### src/rtl/ctrl_pipe_hazard.sv
// ctrl_pipe_hazard
//   Carries decoded ID-stage controls through the ID/EX, EX/MEM and MEM/WB
//   stage registers, detects load-use hazards (stall + bubble) and taken
//   branches (flush), produces EX-stage forwarding selects, and keeps a
//   saturating count of inserted load-use bubbles.
// Ports
//   clk, reset                : rising-edge clock, synchronous active-high reset
//   id_*                      : decoded controls and register fields of the ID instruction
//   branch_taken              : branch/jump resolved taken in MEM
//   ex_*, mem_*, wb_*         : registered stage controls / register fields
//   pc_write, ifid_write      : 0 = hold PC / IF/ID (combinational)
//   ifid_flush                : 1 = zero IF/ID (combinational)
//   fwd_a, fwd_b              : 00 regfile, 10 from MEM, 01 from WB (combinational)
//   bubble_cnt                : load-use bubbles inserted, saturating
module ctrl_pipe_hazard #(
  parameter int unsigned RA_W    = 5,
  parameter int unsigned ALUOP_W = 2,
  parameter int unsigned CNT_W   = 16
) (
  input  logic               clk,
  input  logic               reset,
  input  logic               id_RegDst,
  input  logic               id_ALUSrc,
  input  logic               id_MemToReg,
  input  logic               id_RegWrite,
  input  logic               id_MemRead,
  input  logic               id_MemWrite,
  input  logic               id_Branch,
  input  logic [ALUOP_W-1:0] id_ALUOp,
  input  logic [RA_W-1:0]    id_rs,
  input  logic [RA_W-1:0]    id_rt,
  input  logic [RA_W-1:0]    id_rd,
  input  logic               branch_taken,
  output logic               ex_RegDst,
  output logic               ex_ALUSrc,
  output logic [ALUOP_W-1:0] ex_ALUOp,
  output logic [RA_W-1:0]    ex_rs,
  output logic [RA_W-1:0]    ex_rt,
  output logic               mem_MemRead,
  output logic               mem_MemWrite,
  output logic               mem_Branch,
  output logic [RA_W-1:0]    mem_write_reg,
  output logic               wb_RegWrite,
  output logic               wb_MemToReg,
  output logic [RA_W-1:0]    wb_write_reg,
  output logic               pc_write,
  output logic               ifid_write,
  output logic               ifid_flush,
  output logic [1:0]         fwd_a,
  output logic [1:0]         fwd_b,
  output logic [CNT_W-1:0]   bubble_cnt
);

  typedef struct packed {
    logic               RegDst;
    logic               ALUSrc;
    logic               MemToReg;
    logic               RegWrite;
    logic               MemRead;
    logic               MemWrite;
    logic               Branch;
    logic [ALUOP_W-1:0] ALUOp;
    logic [RA_W-1:0]    rs;
    logic [RA_W-1:0]    rt;
    logic [RA_W-1:0]    rd;
  } ex_t;

  typedef struct packed {
    logic            MemToReg;
    logic            RegWrite;
    logic            MemRead;
    logic            MemWrite;
    logic            Branch;
    logic [RA_W-1:0] wr;
  } mem_t;

  typedef struct packed {
    logic            MemToReg;
    logic            RegWrite;
    logic [RA_W-1:0] wr;
  } wb_t;

  // The all-zero value of each stage struct is the NOP encoding.
  ex_t              r_ex;
  mem_t             r_mem;
  wb_t              r_wb;
  logic [CNT_W-1:0] r_bubble_cnt;

  ex_t              w_id;
  mem_t             w_ex_to_mem;
  wb_t              w_mem_to_wb;
  logic             w_stall;
  logic             w_flush;

  function automatic logic [1:0] fwd_sel(
    input logic [RA_W-1:0] src,
    input logic            mem_rw,
    input logic [RA_W-1:0] mem_wr,
    input logic            wb_rw,
    input logic [RA_W-1:0] wb_wr
  );
    if (mem_rw && (mem_wr != '0) && (mem_wr == src)) return 2'b10;
    else if (wb_rw && (wb_wr != '0) && (wb_wr == src)) return 2'b01;
    else return 2'b00;
  endfunction

  always_comb begin
    w_id          = '0;
    w_id.RegDst   = id_RegDst;
    w_id.ALUSrc   = id_ALUSrc;
    w_id.MemToReg = id_MemToReg;
    w_id.RegWrite = id_RegWrite;
    w_id.MemRead  = id_MemRead;
    w_id.MemWrite = id_MemWrite;
    w_id.Branch   = id_Branch;
    w_id.ALUOp    = id_ALUOp;
    w_id.rs       = id_rs;
    w_id.rt       = id_rt;
    w_id.rd       = id_rd;

    w_ex_to_mem          = '0;
    w_ex_to_mem.MemToReg = r_ex.MemToReg;
    w_ex_to_mem.RegWrite = r_ex.RegWrite;
    w_ex_to_mem.MemRead  = r_ex.MemRead;
    w_ex_to_mem.MemWrite = r_ex.MemWrite;
    w_ex_to_mem.Branch   = r_ex.Branch;
    w_ex_to_mem.wr       = r_ex.RegDst ? r_ex.rd : r_ex.rt;

    w_mem_to_wb          = '0;
    w_mem_to_wb.MemToReg = r_mem.MemToReg;
    w_mem_to_wb.RegWrite = r_mem.RegWrite;
    w_mem_to_wb.wr       = r_mem.wr;
  end

  // Flush has priority: a load-use stall is suppressed when a branch is taken.
  assign w_flush = branch_taken;
  assign w_stall = r_ex.MemRead && (r_ex.rt != '0) &&
                   ((r_ex.rt == id_rs) || (r_ex.rt == id_rt)) && !branch_taken;

  always_ff @(posedge clk) begin
    if (reset) begin
      r_ex         <= '0;
      r_mem        <= '0;
      r_wb         <= '0;
      r_bubble_cnt <= '0;
    end else begin
      r_wb <= w_mem_to_wb;
      if (w_flush) begin
        r_ex  <= '0;
        r_mem <= '0;
      end else if (w_stall) begin
        r_ex  <= '0;
        r_mem <= w_ex_to_mem;
        if (r_bubble_cnt != '1) r_bubble_cnt <= r_bubble_cnt + CNT_W'(1);
      end else begin
        r_ex  <= w_id;
        r_mem <= w_ex_to_mem;
      end
    end
  end

  always_comb begin
    pc_write   = 1'b1;
    ifid_write = 1'b1;
    ifid_flush = 1'b0;
    fwd_a      = 2'b00;
    fwd_b      = 2'b00;
    if (!reset) begin
      pc_write   = !w_stall;
      ifid_write = !w_stall;
      ifid_flush = w_flush;
      fwd_a      = fwd_sel(r_ex.rs, r_mem.RegWrite, r_mem.wr, r_wb.RegWrite, r_wb.wr);
      fwd_b      = fwd_sel(r_ex.rt, r_mem.RegWrite, r_mem.wr, r_wb.RegWrite, r_wb.wr);
    end
  end

  assign ex_RegDst     = r_ex.RegDst;
  assign ex_ALUSrc     = r_ex.ALUSrc;
  assign ex_ALUOp      = r_ex.ALUOp;
  assign ex_rs         = r_ex.rs;
  assign ex_rt         = r_ex.rt;
  assign mem_MemRead   = r_mem.MemRead;
  assign mem_MemWrite  = r_mem.MemWrite;
  assign mem_Branch    = r_mem.Branch;
  assign mem_write_reg = r_mem.wr;
  assign wb_RegWrite   = r_wb.RegWrite;
  assign wb_MemToReg   = r_wb.MemToReg;
  assign wb_write_reg  = r_wb.wr;
  assign bubble_cnt    = r_bubble_cnt;

endmodule

### config.mk
export PLATFORM = sky130hd
export DESIGN_NAME = ctrl_pipe_hazard
export DESIGN_NICKNAME = d
export VERILOG_FILES = /design/src/rtl/ctrl_pipe_hazard.sv
export SDC_FILE = /design/constraint.sdc
export NUM_CORES = 1
export LEC_CHECK = 0
export CAP_MARGIN = 0
export CORE_MARGIN = 8
export CORE_UTILIZATION = 33
export DETAILED_ROUTE_END_ITERATION = 8
export SETUP_SLACK_MARGIN = 0.1
export SLEW_MARGIN = 40
export SYNTH_ARGS = -nofsm -noshare
export SYNTH_HDL_FRONTEND = slang
export SYNTH_SLANG_ARGS = --single-unit
### constraint.sdc
create_clock -name clk -period 1.7 [get_ports clk]
set_input_delay 0.17 -clock clk [delete_from_list [all_inputs] [get_ports clk]]
set_output_delay 0.17 -clock clk [all_outputs]
set_load 0.01 [all_outputs]
==> results.yml <==
worst_setup_path:
  critPathRequiredTime_ns: 1.53
  arrival_ns: 1.94
  r2r_setup_slack_ns: -0.15
  startpoint_type: "register"
  timing.rr.end: "bubble_cnt[1]"
  crit_type: "reg2out"
  ff2ff_path_depth: 8
  reg2reg_from: "ex_rt[1]"
  end_kind: "primary output"
  cp_max_fo: 3
sta:
  fin_ws_ns: -0.410
  slew_viol_final: 0
  finalHoldViolations: 0
  setup_viol: 37
  fin_crit_sh_pct: 124
  fmax_mhz: 474
  layout_min_cycle_time_ns: 2.11
  rsz0062_at_grt: "true"
  tightest_slew_ns: 0.403
  relSlewSlack_pct: 72.9
  fin_skew_ns: 0.00580
routing:
  wl_met2_um: 3770
  vias: 2302
  top_layer_used: "met4"
  drtPass1Iterations: 4
  finalWirelength_um: 7310
  antenna_left: 0
  post_drt_wl_per_cell_um: 14.4
  wl_met1_um: 2980
  dr_wl_met3_um: 457
  drtIter0Drc: 47
  drc: 0
  vias_per_cell: 4.55
logic_synthesis:
  synth_top_area_share_pct: 44.6
  syn_area_per_cell_um2: 9.63
  synth_area_leader_cell: "dfxtp_1"
  ys.flop_type: "dfxtp_1"
  syn_inst: 266
  synth_common_cells: "dfxtp_1 (57), and2_1 (29), xnor2_1 (22)"
  synth-seq-cells: 57
  synthArstFlopShare_pct: 0
  synth_cell_types: 40
  ys_seq_area_share_pct: 44.6
  synth.net_count: 294
  yosysMostFrequentCell: "dfxtp_1"
  ys_warn_count: 0
  synth_area_um2: 2560
  synth-edff-count: 0
  synth_area_leaders: "dfxtp_1 (45%), xnor2_1 (7.5%), and2_1 (7.1%)"
clock_network:
  cts_buffers: 9
  cts-root-buf: "clkbuf_8"
  cts.sinks: 57
  cts_max_path_buffers: 2
  clk_pin_slew_worst_paths_ns: 0.07
  h-tree-depth: 3
  cts_tree: "built"
  insertion_delay_ns: 0.33
placement:
  placed_cell_area_um2: 3780
  gp_congestion: 0.773
  io_buffers: 78
  dp_hpwl_um: 5200
die:
  row_count: 32
  die_x_um: 104
  core_area_um2: 7610
  io-pin-count: 79
  start_util_pct: 33.7
  die-area_um2: 10800
  die_y_um: 104
layout:
  antenna_cells: 0
  nets: 427
  syn_to_final_growth_pct: 72.3
  stdcell_area_um2: 4410
  drive_gt1_share_pct: 40.6
  largest_reg_flops: 16
worst_hold_path:
  min_to: "r_ex[1]"
  hold_class: "in2reg"
  min_path_cells: 2
  hp-start: "id_rd[1]"
power_and_ir_drop:
  totalPowerFinal_mw: 3.16
  ir_drop_mv: 0.548
  p_leak_nw: 1.83
  p_per_area_nw_per_um2: 717
global_route:
  grt_pass1_vias: 2512
  grt_pass1_wl_um: 11900
  track_usage_pct: 13.7
  grt_overflow: 0
  grt_max_degree: 31
  antenna_found_initial: 0
run_status:
  status: "finished, violations left"
  violations: "setup timing"
run:
  max_cap_violations: 0
per-stage QoR:
| step | setup WS, ns | hold slack (ns) | util (%) | instances | setup TNS, ns |
|---|---|---|---|---|---|
| after global routing | -0.494 | 0.383 | 58.0 | 506 | -6.27 |
| after detailed placement | -0.666 | 0.412 | 49.7 | 475 | -13.31 |
| final | -0.410 | 0.400 | 58.0 | 506 | -3.45 |
| after floorplan | -0.0479 | 0.292 | - | 266 | -0.0876 |
| after global placement | -0.668 | 0.408 | 49.7 | 475 | -13.05 |
| after CTS | -0.377 | 0.379 | 55.7 | 501 | -3.01 |
cell families after synthesis:
kind of cell    share of synthesized area [%]
simple gates                             24.3
flops                                    44.6
xor+xnor                                 12.0
buf+inv                                  9.33
compound gates                           7.03
mux                                      2.34
fa+ha+maj                               0.488
per-layer routing:
metal,up-vias,global-route usage [%]
li1,1151,-
met1,1075,13.7
met2,68,24.5
met3,8,6.57
met4,0,4.14
met5,-,0
repair_timing:
| action | in CTS | in global routing |
|---|---|---|
| pin swaps | 39 | 18 |
| hold buffers | 0 | 0 |
| setup buffers | 8 | 5 |
| endpoints found under the setup margin | 49 | 52 |
| gates resized for setup | 72 | 37 |
| cloned | 2 | 1 |
final cells by class:
class	count	area [um^2]
multi-input combinational	177	1500
timing repair buffer	151	1390
inverter	3	11.3
tap	102	128
fill	686	3200
sequential	57	1160
clock buffer	11	141
clock inverter	5	78.8
where the power goes:
group | switching, mW | internal (mW) | total, mW | leakage, nW
combinational | 0.154 | 0.227 | 0.381 | 1.25
sequential | 0.0181 | 1.36 | 1.38 | 0.470
clock | 0.539 | 0.863 | 1.40 | 0.113
total | 0.711 | 2.45 | 3.16 | 1.83
worst max path at each step:
stage / end / depth (start not counted) / startpoint / slack (ns)
floorplan: bubble_cnt[1] / 8 / ex_rt[1] / -0.05
global placement: fwd_a[0] / 6 / reset / -0.67
detailed placement: fwd_a[0] / 6 / reset / -0.67
CTS: fwd_a[0] / 5 / mem_write_reg[1] / -0.38
global route: fwd_a[0] / 5 / wb_write_reg[4] / -0.49
finish: fwd_a[0] / 5 / wb_write_reg[4] / -0.41
worst max-delay path, cell delays in order (launching register included):
cell     delay (ns)
dfxtp_2        0.34
buf_6          0.12
xor2_1         0.14
or4_4          0.54
nor4_4         0.29
buf_2          0.18
cells in the final DEF (no fill, tap or decap), drive strengths merged, types with 4 or more instances in the layout:
master and count:
clkbuf 12, nor3 6, a21oi 6, or4 9, clkdlybuf4s50 65, xor2 13, mux2i 6, nand2 13
buf 79, nor2 17, xnor2 22, o31ai 4, nand3 11, dfxtp 57, o21ai 6, and2 29
dlymetal6s2s 4, nor2b 12
Power figures use the tool's default switching activity.
